**config.mk**
```make
export PLATFORM = sky130hd
export DESIGN_NAME = disp_scan_ctrl
export DESIGN_NICKNAME = d
export VERILOG_FILES = /design/src/rtl/disp_scan_pkg.sv /design/src/rtl/disp_scan_ctrl_prescaler.sv /design/src/rtl/disp_scan_ctrl.sv
export SDC_FILE = /design/constraint.sdc
export NUM_CORES = 1
export LEC_CHECK = 0
export ABC_AREA = 1
export CORE_MARGIN = 2
export CORE_UTILIZATION = 40
export CTS_BUF_LIST = sky130_fd_sc_hd__clkbuf_4 sky130_fd_sc_hd__clkbuf_8
export CTS_CLUSTER_SIZE = 8
export DETAILED_ROUTE_END_ITERATION = 8
export GPL_TIMING_DRIVEN = 0
export PLACE_DENSITY = 0.71
export SLEW_MARGIN = 10
export SYNTH_ARGS = -nofsm -noshare
export SYNTH_HDL_FRONTEND = slang
export SYNTH_SLANG_ARGS = --single-unit
```
**constraint.sdc**
```tcl
create_clock -name clk -period 2.18 [get_ports clk]
set_clock_uncertainty 0.05 [all_clocks]
set_input_delay 0.327 -clock clk [delete_from_list [all_inputs] [get_ports clk]]
set_output_delay 0.327 -clock clk [all_outputs]
set_load 0.03 [all_outputs]
```
**src/rtl/disp_scan_pkg.sv**
```systemverilog
// Shared types and constants for the multiplexed display scan controller.
// Digit geometry, scan state encoding and digit decode helpers.
package disp_scan_pkg;

  localparam int NUM_DIGITS = 10;
  localparam int SEL_W      = 4;
  localparam int DIG_W      = 2;
  localparam int IMG_W      = NUM_DIGITS * DIG_W;

  typedef enum logic [1:0] {
    IDLE,
    BLANK,
    SHOW
  } scan_state_t;

  // One-hot enable for a digit index; out-of-range indices give zero.
  function automatic logic [NUM_DIGITS-1:0] digit_onehot(
    input logic [SEL_W-1:0] s
  );
    logic [NUM_DIGITS-1:0] oh;
    oh = '0;
    for (int k = 0; k < NUM_DIGITS; k++) begin
      oh[k] = (s == SEL_W'(k));
    end
    return oh;
  endfunction

  // A digit is lit unless it and every higher digit are zero.
  // Digit 0 is always lit so a blank image still shows a single 0.
  function automatic logic digit_lit(
    input logic [IMG_W-1:0] img,
    input logic [SEL_W-1:0] s
  );
    logic lit;
    lit = (s == '0);
    for (int k = 0; k < NUM_DIGITS; k++) begin
      if (SEL_W'(k) >= s && img[k*DIG_W +: DIG_W] != '0) begin
        lit = 1'b1;
      end
    end
    return lit;
  endfunction

endpackage

```
**src/rtl/disp_scan_ctrl_prescaler.sv**
```systemverilog
// Digit slot timer: counts 0..PRESCALE-1 and flags the blank
// phase at the slot start and the final cycle of the slot.
module scan_prescaler #(
  parameter int PRESCALE  = 1000,
  parameter int BLANK_CYC = 16,
  parameter int CW        = $clog2(PRESCALE)
) (
  input  logic          clk,
  input  logic          rst_n,
  input  logic          clr,
  output logic [CW-1:0] cnt,
  output logic          blank_phase,
  output logic          slot_end
);

  localparam logic [CW-1:0] LAST = CW'(PRESCALE - 1);
  localparam logic [CW-1:0] BLK  = CW'(BLANK_CYC);

  assign slot_end    = (cnt == LAST);
  assign blank_phase = (cnt < BLK);

  // Free-running slot counter, wraps each slot, cleared on demand.
  always_ff @(posedge clk or negedge rst_n) begin
    if (!rst_n) begin
      cnt <= '0;
    end else if (clr || slot_end) begin
      cnt <= '0;
    end else begin
      cnt <= cnt + 1'b1;
    end
  end

endmodule

```
**src/rtl/disp_scan_ctrl.sv**
```systemverilog
// Scan controller for the 10-digit multiplexed display with a
// double-buffered image. Optional DISP_SCAN_LZB_EN: leading-zero blanking.
module disp_scan_ctrl
  import disp_scan_pkg::*;
#(
  parameter int PRESCALE  = 1000,
  parameter int BLANK_CYC = 16
) (
  input  logic                  clk,
  input  logic                  rst_n,
  input  logic                  en,
  input  logic                  load,
  input  logic [IMG_W-1:0]      data_in,
  output logic                  busy,
  output logic                  load_ack,
  output logic [IMG_W-1:0]      act_data,
  output logic [SEL_W-1:0]      sel,
  output logic [NUM_DIGITS-1:0] dig_en,
  output logic                  frame_done
);

  localparam int CW = $clog2(PRESCALE);
  localparam logic [CW-1:0] BLANK_LAST = CW'(BLANK_CYC - 1);
  localparam logic [CW-1:0] PRE_LAST   = CW'(PRESCALE - 2);
  localparam logic [SEL_W-1:0] SEL_LAST = SEL_W'(NUM_DIGITS - 1);

  scan_state_t           state;
  logic [IMG_W-1:0]      shadow;
  logic [CW-1:0]         cnt;
  logic                  blank_phase;
  logic                  slot_end;
  logic                  clr;
  logic                  xfer;
  logic                  last_digit;
  logic [SEL_W-1:0]      sel_next;
  logic [NUM_DIGITS-1:0] show_mask;

  assign clr        = !en || (state == IDLE);
  assign last_digit = (sel == SEL_LAST);
  assign sel_next   = last_digit ? '0 : sel + 1'b1;

  // The image swaps only at a frame end or while the scan is idle.
  assign xfer = busy &&
    ((state == SHOW && last_digit && slot_end) || state == IDLE);

  scan_prescaler #(
    .PRESCALE  (PRESCALE),
    .BLANK_CYC (BLANK_CYC),
    .CW        (CW)
  ) u_pre (
    .clk         (clk),
    .rst_n       (rst_n),
    .clr         (clr),
    .cnt         (cnt),
    .blank_phase (blank_phase),
    .slot_end    (slot_end)
  );

  // Digit enable pattern to apply when the current slot enters SHOW.
  always_comb begin
    show_mask = digit_onehot(sel);
`ifdef DISP_SCAN_LZB_EN
    if (!digit_lit(act_data, sel)) begin
      show_mask = '0;
    end
`endif
  end

  // Scan FSM plus the load/transfer handshake, all outputs registered.
  always_ff @(posedge clk or negedge rst_n) begin
    if (!rst_n) begin
      state      <= IDLE;
      sel        <= '0;
      dig_en     <= '0;
      act_data   <= '0;
      shadow     <= '0;
      busy       <= 1'b0;
      load_ack   <= 1'b0;
      frame_done <= 1'b0;
    end else begin
      load_ack   <= xfer;
      frame_done <= en && (state != IDLE) &&
                    last_digit && (cnt == PRE_LAST);

      if (xfer) begin
        act_data <= shadow;
        busy     <= 1'b0;
      end else if (load && !busy) begin
        shadow <= data_in;
        busy   <= 1'b1;
      end

      if (!en) begin
        state  <= IDLE;
        sel    <= '0;
        dig_en <= '0;
      end else begin
        unique case (state)
          IDLE: begin
            state  <= BLANK;
            sel    <= '0;
            dig_en <= '0;
          end
          BLANK: begin
            if (blank_phase && cnt == BLANK_LAST) begin
              state  <= SHOW;
              dig_en <= show_mask;
            end
          end
          SHOW: begin
            if (slot_end) begin
              state  <= BLANK;
              sel    <= sel_next;
              dig_en <= '0;
            end
          end
          default: begin
            state  <= IDLE;
            sel    <= '0;
            dig_en <= '0;
          end
        endcase
      end
    end
  end

endmodule

```
* Yosys cells after proc, flatten, opt, wreduce, memory -nomap -nowiden
Index checks and enable logic that the tools add are counted.
** Word-level totals
- Flip-flop bits (word level) :: 69
- Bits in latches :: 0
- Bits in writable memories :: 0
- Memory bits (read-only) :: 0
- Output and inout port bits :: 37
- Logic and storage cells :: 65
- Memories kept :: 0
** Cells by class
- Add/subtract/negate cells :: 2
- Multiply operators :: 0
- Div/mod/pow operators :: 0
- $lt $le $gt $ge :: 1
- Equal/unequal tests :: 17
- Shift-type cells :: 0
- Multiplexer cells :: 15
- Bitwise logic cells :: 1
- Reduce and logical (&&, ||, !) cells :: 20
** Operators by type and width (count)
- two-way mux 10 bit :: 4
- == test 10 bit (second input constant) :: 2
- case mux 10 bit (2 select lines) :: 1
- == test 4 x 3 -> 1 bit (second input constant) :: 4
- two-way mux 4 bit :: 3
- adder 10 x 1 -> 10 bit (second input constant) :: 1
- == test 10 x 4 -> 1 bit (second input constant) :: 1
- less-than comparator 10 x 5 -> 1 bit (second input constant) :: 1
- == test 4 x 2 -> 1 bit (second input constant) :: 2
- == test 4 bit (second input constant) :: 2
- logical AND 1 bit :: 8
- case mux 4 bit (2 select lines) :: 1
- two-way mux 2 bit :: 3
- inequality test 3 bit (second input constant) :: 2
- case mux 2 bit (3 select lines) :: 1
- AND reduction 2 bit :: 3
- adder 4 x 1 -> 4 bit (second input constant) :: 1
- == test 4 x 1 -> 1 bit (second input constant) :: 1
- zero test 4 bit :: 1
- nonzero test 2 bit :: 2
- logical OR 1 bit :: 3
- == test 2 x 1 -> 1 bit (second input constant) :: 1
- == test 2 bit (second input constant) :: 1
- zero test 1 bit :: 2
- 4 further kinds :: 5

* Logic depth before layout (Yosys ltp)
- Depth in word-level cells :: 7
- Depth in mapped cells :: 11
- Mapped depth without buffers :: 10

* Cells and area by module
Synthesis repeated with hierarchy kept, for this count alone.
** Unflattened totals
- Cell total of the unflattened synthesis :: 344
- Area, all modules :: 3136.8 um2
** By module, submodules not included
- disp_scan_ctrl :: instances 1, cells each 271, area an instance 2573.7 um2, seq. area each 1476.4 um2
- scan_prescaler :: instances 1, cells each 73, area an instance 563.0 um2, seq. area each 250.2 um2

* Least setup slack after synthesis
OpenSTA, ideal clock, no wires.
- Kind :: register to register
- Start :: register sel[0]
- End :: register act_data[10]
- Arrival :: 1.394 ns
- Data required time :: 2.012 ns
- Path slack :: 0.618 ns
- Cell stages (with the launch flop) :: 11
- Clock period less this slack :: 1.562 ns
- Path through :: dfrtp_1 > inv_2 > nor2_4 > nand2_1 > nor2_1 > nand2_2 > nand2_4 > nand2_4 > buf_6 > nand2_1 > nand2_1
** Between the ends
- Longest elaborated chain between the ends :: 5
** RTL lines
- start: declaration :: RTL line disp_scan_ctrl.sv:17 : output logic [SEL_W-1:0] sel,
- start signal: assignment :: RTL line disp_scan_ctrl.sv:113 : sel <= sel_next;
- == test 4 bit :: RTL line disp_scan_ctrl.sv:39 : assign last_digit = (sel == SEL_LAST);
- logical AND 1 bit (2 in a row) :: RTL line disp_scan_ctrl.sv:44 : ((state == SHOW && last_digit && slot_end) || state == IDLE);
- logical OR 1 bit :: RTL line disp_scan_ctrl.sv:44
- logical AND 1 bit :: RTL line disp_scan_ctrl.sv:43 : assign xfer = busy &&
- end signal: assignment :: RTL line disp_scan_ctrl.sv:86 : act_data <= shadow;
- end: declaration :: RTL line disp_scan_ctrl.sv:16 : output logic [IMG_W-1:0] act_data,
Every way passes these cells.
A chain may end at the register's enable or synchronous reset.

* Worst setup path after layout
- Start :: register busy
- End :: output busy
** RTL lines
- start: declaration :: RTL line disp_scan_ctrl.sv:14 : output logic busy,
- start signal: assignment :: RTL line disp_scan_ctrl.sv:77 : busy <= 1'b0;
- start signal: assignment :: RTL line disp_scan_ctrl.sv:87 : busy <= 1'b0;
- start signal: assignment :: RTL line disp_scan_ctrl.sv:90 : busy <= 1'b1;
No word-level cell between the ends.

==> results by group <==
Run status
  – Result of the run: finished, final reports clean

Timing
  – Hold Vio Cnt, Final: 0
  – Maximum clock frequency: 519 MHz
  – Summed negative setup slack over all endpoints: 0 ns
  – Setup-violating endpoint count in the final report: 0
  – Smallest hold slack: approximately 0.31 ns
  – RSZ-0062 raised after global routing: false
  – Worst slew margin: 0.693
  – Final worst path period need: 1.93 ns
  – Fin crit share: 0.883
  – Worst Tran Pin Value: 0.461 ns
  – Final Slew Violations: 0

Clock tree
  – Number of hold buffers added after CTS: 1
  – Clock transition at the register clock pins on the worst setup and hold paths after CTS: 0.07 ns
  – Clock buffer depth: 2
  – TritonCTS Buffers: 9
  – Number of resized instances in the post-cts repair step: 0
  – H-tree Lvls: 3
  – CTS tree: done
  – Insertion delay to the later sink of the worst-skew pair: 0.35 ns
  – CTS root buffer: sky130_fd_sc_hd__clkbuf_8
  – Clock Sink Count: 69
  – Number of post-CTS setup repair buffers: 0

Synth
  – Share of synthesized area occupied by flip-flops and latches: 0.569
  – Cell type with the largest total area after synthesis: sky130_fd_sc_hd__dfrtp_1
  – Post-synthesis register bit count: ~70
  – Gate count after technology mapping: approximately 320
  – Largest cells by area after synthesis: sky130_fd_sc_hd__dfrtp_1 (57%), sky130_fd_sc_hd__nand2_1 (12%), sky130_fd_sc_hd__mux2_2 (7.4%)
  – Ys Warns: 0
  – Cell Area, Synth: 3030 sq um
  – Average size of a mapped cell: 9.45 sq um
  – Count of unique library cells instantiated by Yosys: 23
  – Area fraction of the dominant cell type after synthesis: 0.569
  – Total nets after synthesis: 347

Placement
  – Dpl cell area: 3780 sq um
  – Placed wire-length estimate: 4.30 mm
  – PortBufs: 60
  – Gpl congestion: 0.785

GRT
  – Number of global-route vias before repair: approximately 2,300
  – GRT Overall Usage: 0.158
  – Maximum number of pins on one net before global-route repair: 58
  – Global-route wire length before repair: 10.2 mm
  – Antenna violations before repair: 0
  – GR Overflow Total: 0

Pwr
  – Total power of the final layout: ~4.3 mW
  – Portion of total power attributed to sequential cells: 0.407
  – Maximum resistive drop on vdd: 0.000621 V
  – Static Leakage: 1.89 nW
  – Areal power density over the cells: ~1100 nW/um^2
  – Relative contribution of combinational cells to total power: 0.318
  – Switching part of the total power: 0.330
  – Clock power frac: 0.275
  – Cell-internal power: around 2.9 mW
  – P_sw: 1.43 mW

Floorplanning
  – Starting Density: 0.416
  – I/O pin cnt: around 60
  – Die width: 91.1 um
  – Placement row count: 31
  – Overall die area: 8300 sq um
  – Area inside the core boundary: 7290 sq um
  – Die extent in y: between 90 and 100 um

Detailed routing
  – Average wire per cell in the routed design: between 10 and 15 um
  – Vias per Instance: 4.71
  – Final Routed Wirelength: slightly below 6 mm
  – Violation count after the first detailed-routing iteration: between 60 and 70
  – Total vias in the final route: 2,344
  – Drt drc: 0
  – First-pass DRT Iterations: 5
  – DRT antenna net count: 0

Min path
  – Worst hold-check path type: input port to asynchronous set/reset pin

Critical path
  – Cell count of the worst reg-to-reg path: 10
  – Category of the worst setup path capture point: primary output
  – Crit path arrival time: between 1.5 and 2 ns
  – Worst-path fanout max: 5
  – Largest stage delay on the critical path: 0.74 ns
  – Startpoint type of the worst setup path: register
  – Slowest stage cell, crit path: sky130_fd_sc_hd__clkdlybuf4s50_1
  – Register-to-register path setup slack: 0.53 ns
  – Count of buffering cells on the critical path with inverters included: 1
  – Critical path class: register to primary output
  – Required arrival time at the worst endpoint: 1.80 ns
  – Crit Reg-Reg Endpoint: dig_en[6]$_DFFE_PN0P_
  – Family with the most delay on the worst path: buffers and inverters
  – Beginning of the worst register-to-register path: u_pre.cnt[0]$_DFF_PN0_
  – Critical-path cell list: clkdlybuf4s50_1

Cells and area
  – Signed area change from the synthesized netlist to the final layout: 32.7%
  – Share of layout cells above drive strength 1: 0.148
  – Multi-input gate area: roughly 1100 sq um
  – Filler instances: 672
  – Post-route cell area: 4030 sq um
  – Antenna cell count: 0
  – Fraction of the core area covered by cells at the end of the flow: 0.552
  – Sequential cell area in the final layout: 1730 sq um
  – Post-layout net count: 420

Run
  – Max_cap viols: 0
per-layer routing:
layer / GRT usage / vias up / routed length, um
met2: 0.249 / 47 / 2760
met1: 0.194 / 1102 / 2780
li1: - / 1187 / -
met4: 0.0758 / 0 / 131
met5: 0 / - / 0
met3: 0.0573 / 8 / 288
power by group through the flow:
| stage | Sequential, mW | Clock (mW) | Combinational [mW] |
|---|---|---|---|
| finish | 1.76 | 1.19 | 1.37 |
| global route | 1.80 | 1.29 | 1.48 |
| CTS | 1.77 | 1.22 | 1.39 |
| detailed placement | 1.79 | 0 | 1.39 |
| global placement | 1.78 | 0 | 1.37 |
| floorplan | 2.16 | 0 | 0.427 |
area by class of cell:
| cell class | instances | share of cell area |
|---|---|---|
| multi-input combinational | 220 | 0.285 |
| clock inverter | 5 | 0.0202 |
| timing repair buffer | 62 | 0.158 |
| buffer | 12 | 0.0208 |
| sequential | 69 | 0.429 |
| inverter | 20 | 0.0186 |
| clock buffer | 11 | 0.0376 |
| tap | 99 | 0.0308 |
cell usage after synthesis:
master and count:
sky130_fd_sc_hd__buf_6 4, sky130_fd_sc_hd__nor2_4 2, sky130_fd_sc_hd__buf_4 1, sky130_fd_sc_hd__or2_1 1, sky130_fd_sc_hd__nor3_1 13, sky130_fd_sc_hd__a21oi_1 3
sky130_fd_sc_hd__nand4_1 1, sky130_fd_sc_hd__nor2_1 27, sky130_fd_sc_hd__o21ai_0 7, sky130_fd_sc_hd__xor2_1 5, sky130_fd_sc_hd__nand2_1 94, sky130_fd_sc_hd__dfrtp_1 69
sky130_fd_sc_hd__nor2_2 2, sky130_fd_sc_hd__clkbuf_1 3, sky130_fd_sc_hd__mux2_2 20, sky130_fd_sc_hd__nand2_2 2, sky130_fd_sc_hd__nand3_1 38, sky130_fd_sc_hd__inv_2 3
sky130_fd_sc_hd__inv_1 17, sky130_fd_sc_hd__nand2_4 2, sky130_fd_sc_hd__nand4_2 1, sky130_fd_sc_hd__ha_1 2, sky130_fd_sc_hd__buf_2 4
registers in the layout, indices dropped and copies added, names as in the netlist:
register and flops:
busy 1, sel 4, load_ack 1, dig_en 10, frame_done 1, state 2
u_pre.cnt 10, act_data 20, shadow 20
stage by stage:
step                worst slack (ns)  instances
finish                         0.254        498
global route                   0.209        498
CTS                            0.242        498
detailed placement             0.345        481
global placement               -1.55        480
floorplan                      0.618        321
kinds of logic after synthesis:
| family | synth area share |
|---|---|
| AOI/OAI and AO/OA | 0.0165 |
| xor gates and xnor gates | 0.0144 |
| adders and majority gates | 0.00825 |
| buffers and inverters | 0.0524 |
| DFF | 0.569 |
| muxes | 0.0742 |
| and+or+nand+nor | 0.265 |
worst max path at each step:
| stage | start | to | slack (ns) | cells past startpoint |
|---|---|---|---|---|
| finish | busy$_DFFE_PN0P_ | busy | 0.25 | 1 |
| floorplan | sel[0]$_DFFE_PN0P_ | act_data[10]$_DFFE_PN0P_ | 0.62 | 10 |
| CTS | busy$_DFFE_PN0P_ | busy | 0.24 | 1 |
| global route | busy$_DFFE_PN0P_ | busy | 0.21 | 1 |
| detailed placement | en | u_pre.cnt[3]$_DFF_PN0_ | 0.34 | 7 |
| global placement | rst_n | act_data[11]$_DFFE_PN0P_ | -1.55 | 1 |
layout by cell type, fill, tap and decap left out:
cell type and count:
sky130_fd_sc_hd__inv_2 3, sky130_fd_sc_hd__nor2_1 27, sky130_fd_sc_hd__buf_2 4, sky130_fd_sc_hd__dlygate4sd3_1 1
sky130_fd_sc_hd__buf_4 2, sky130_fd_sc_hd__a21oi_1 3, sky130_fd_sc_hd__nand2_1 94, sky130_fd_sc_hd__nand4_1 1
sky130_fd_sc_hd__xor2_1 5, sky130_fd_sc_hd__bufinv_16 2, sky130_fd_sc_hd__ha_1 2, sky130_fd_sc_hd__inv_6 1
sky130_fd_sc_hd__nand2_2 2, sky130_fd_sc_hd__nand2_4 2, sky130_fd_sc_hd__buf_16 1, sky130_fd_sc_hd__nor3_1 13
sky130_fd_sc_hd__or2_1 1, sky130_fd_sc_hd__nor2_4 2, sky130_fd_sc_hd__nand3_1 38, sky130_fd_sc_hd__clkdlybuf4s50_1 59
sky130_fd_sc_hd__dfrtp_1 69, sky130_fd_sc_hd__nor2_2 2, sky130_fd_sc_hd__inv_1 17, sky130_fd_sc_hd__mux2_2 20
sky130_fd_sc_hd__buf_6 4, sky130_fd_sc_hd__clkbuf_1 3, sky130_fd_sc_hd__clkinv_2 1, sky130_fd_sc_hd__o21ai_0 7
sky130_fd_sc_hd__clkinvlp_4 1, sky130_fd_sc_hd__clkbuf_8 11, sky130_fd_sc_hd__nand4_2 1
Power figures use the tool's default switching activity.
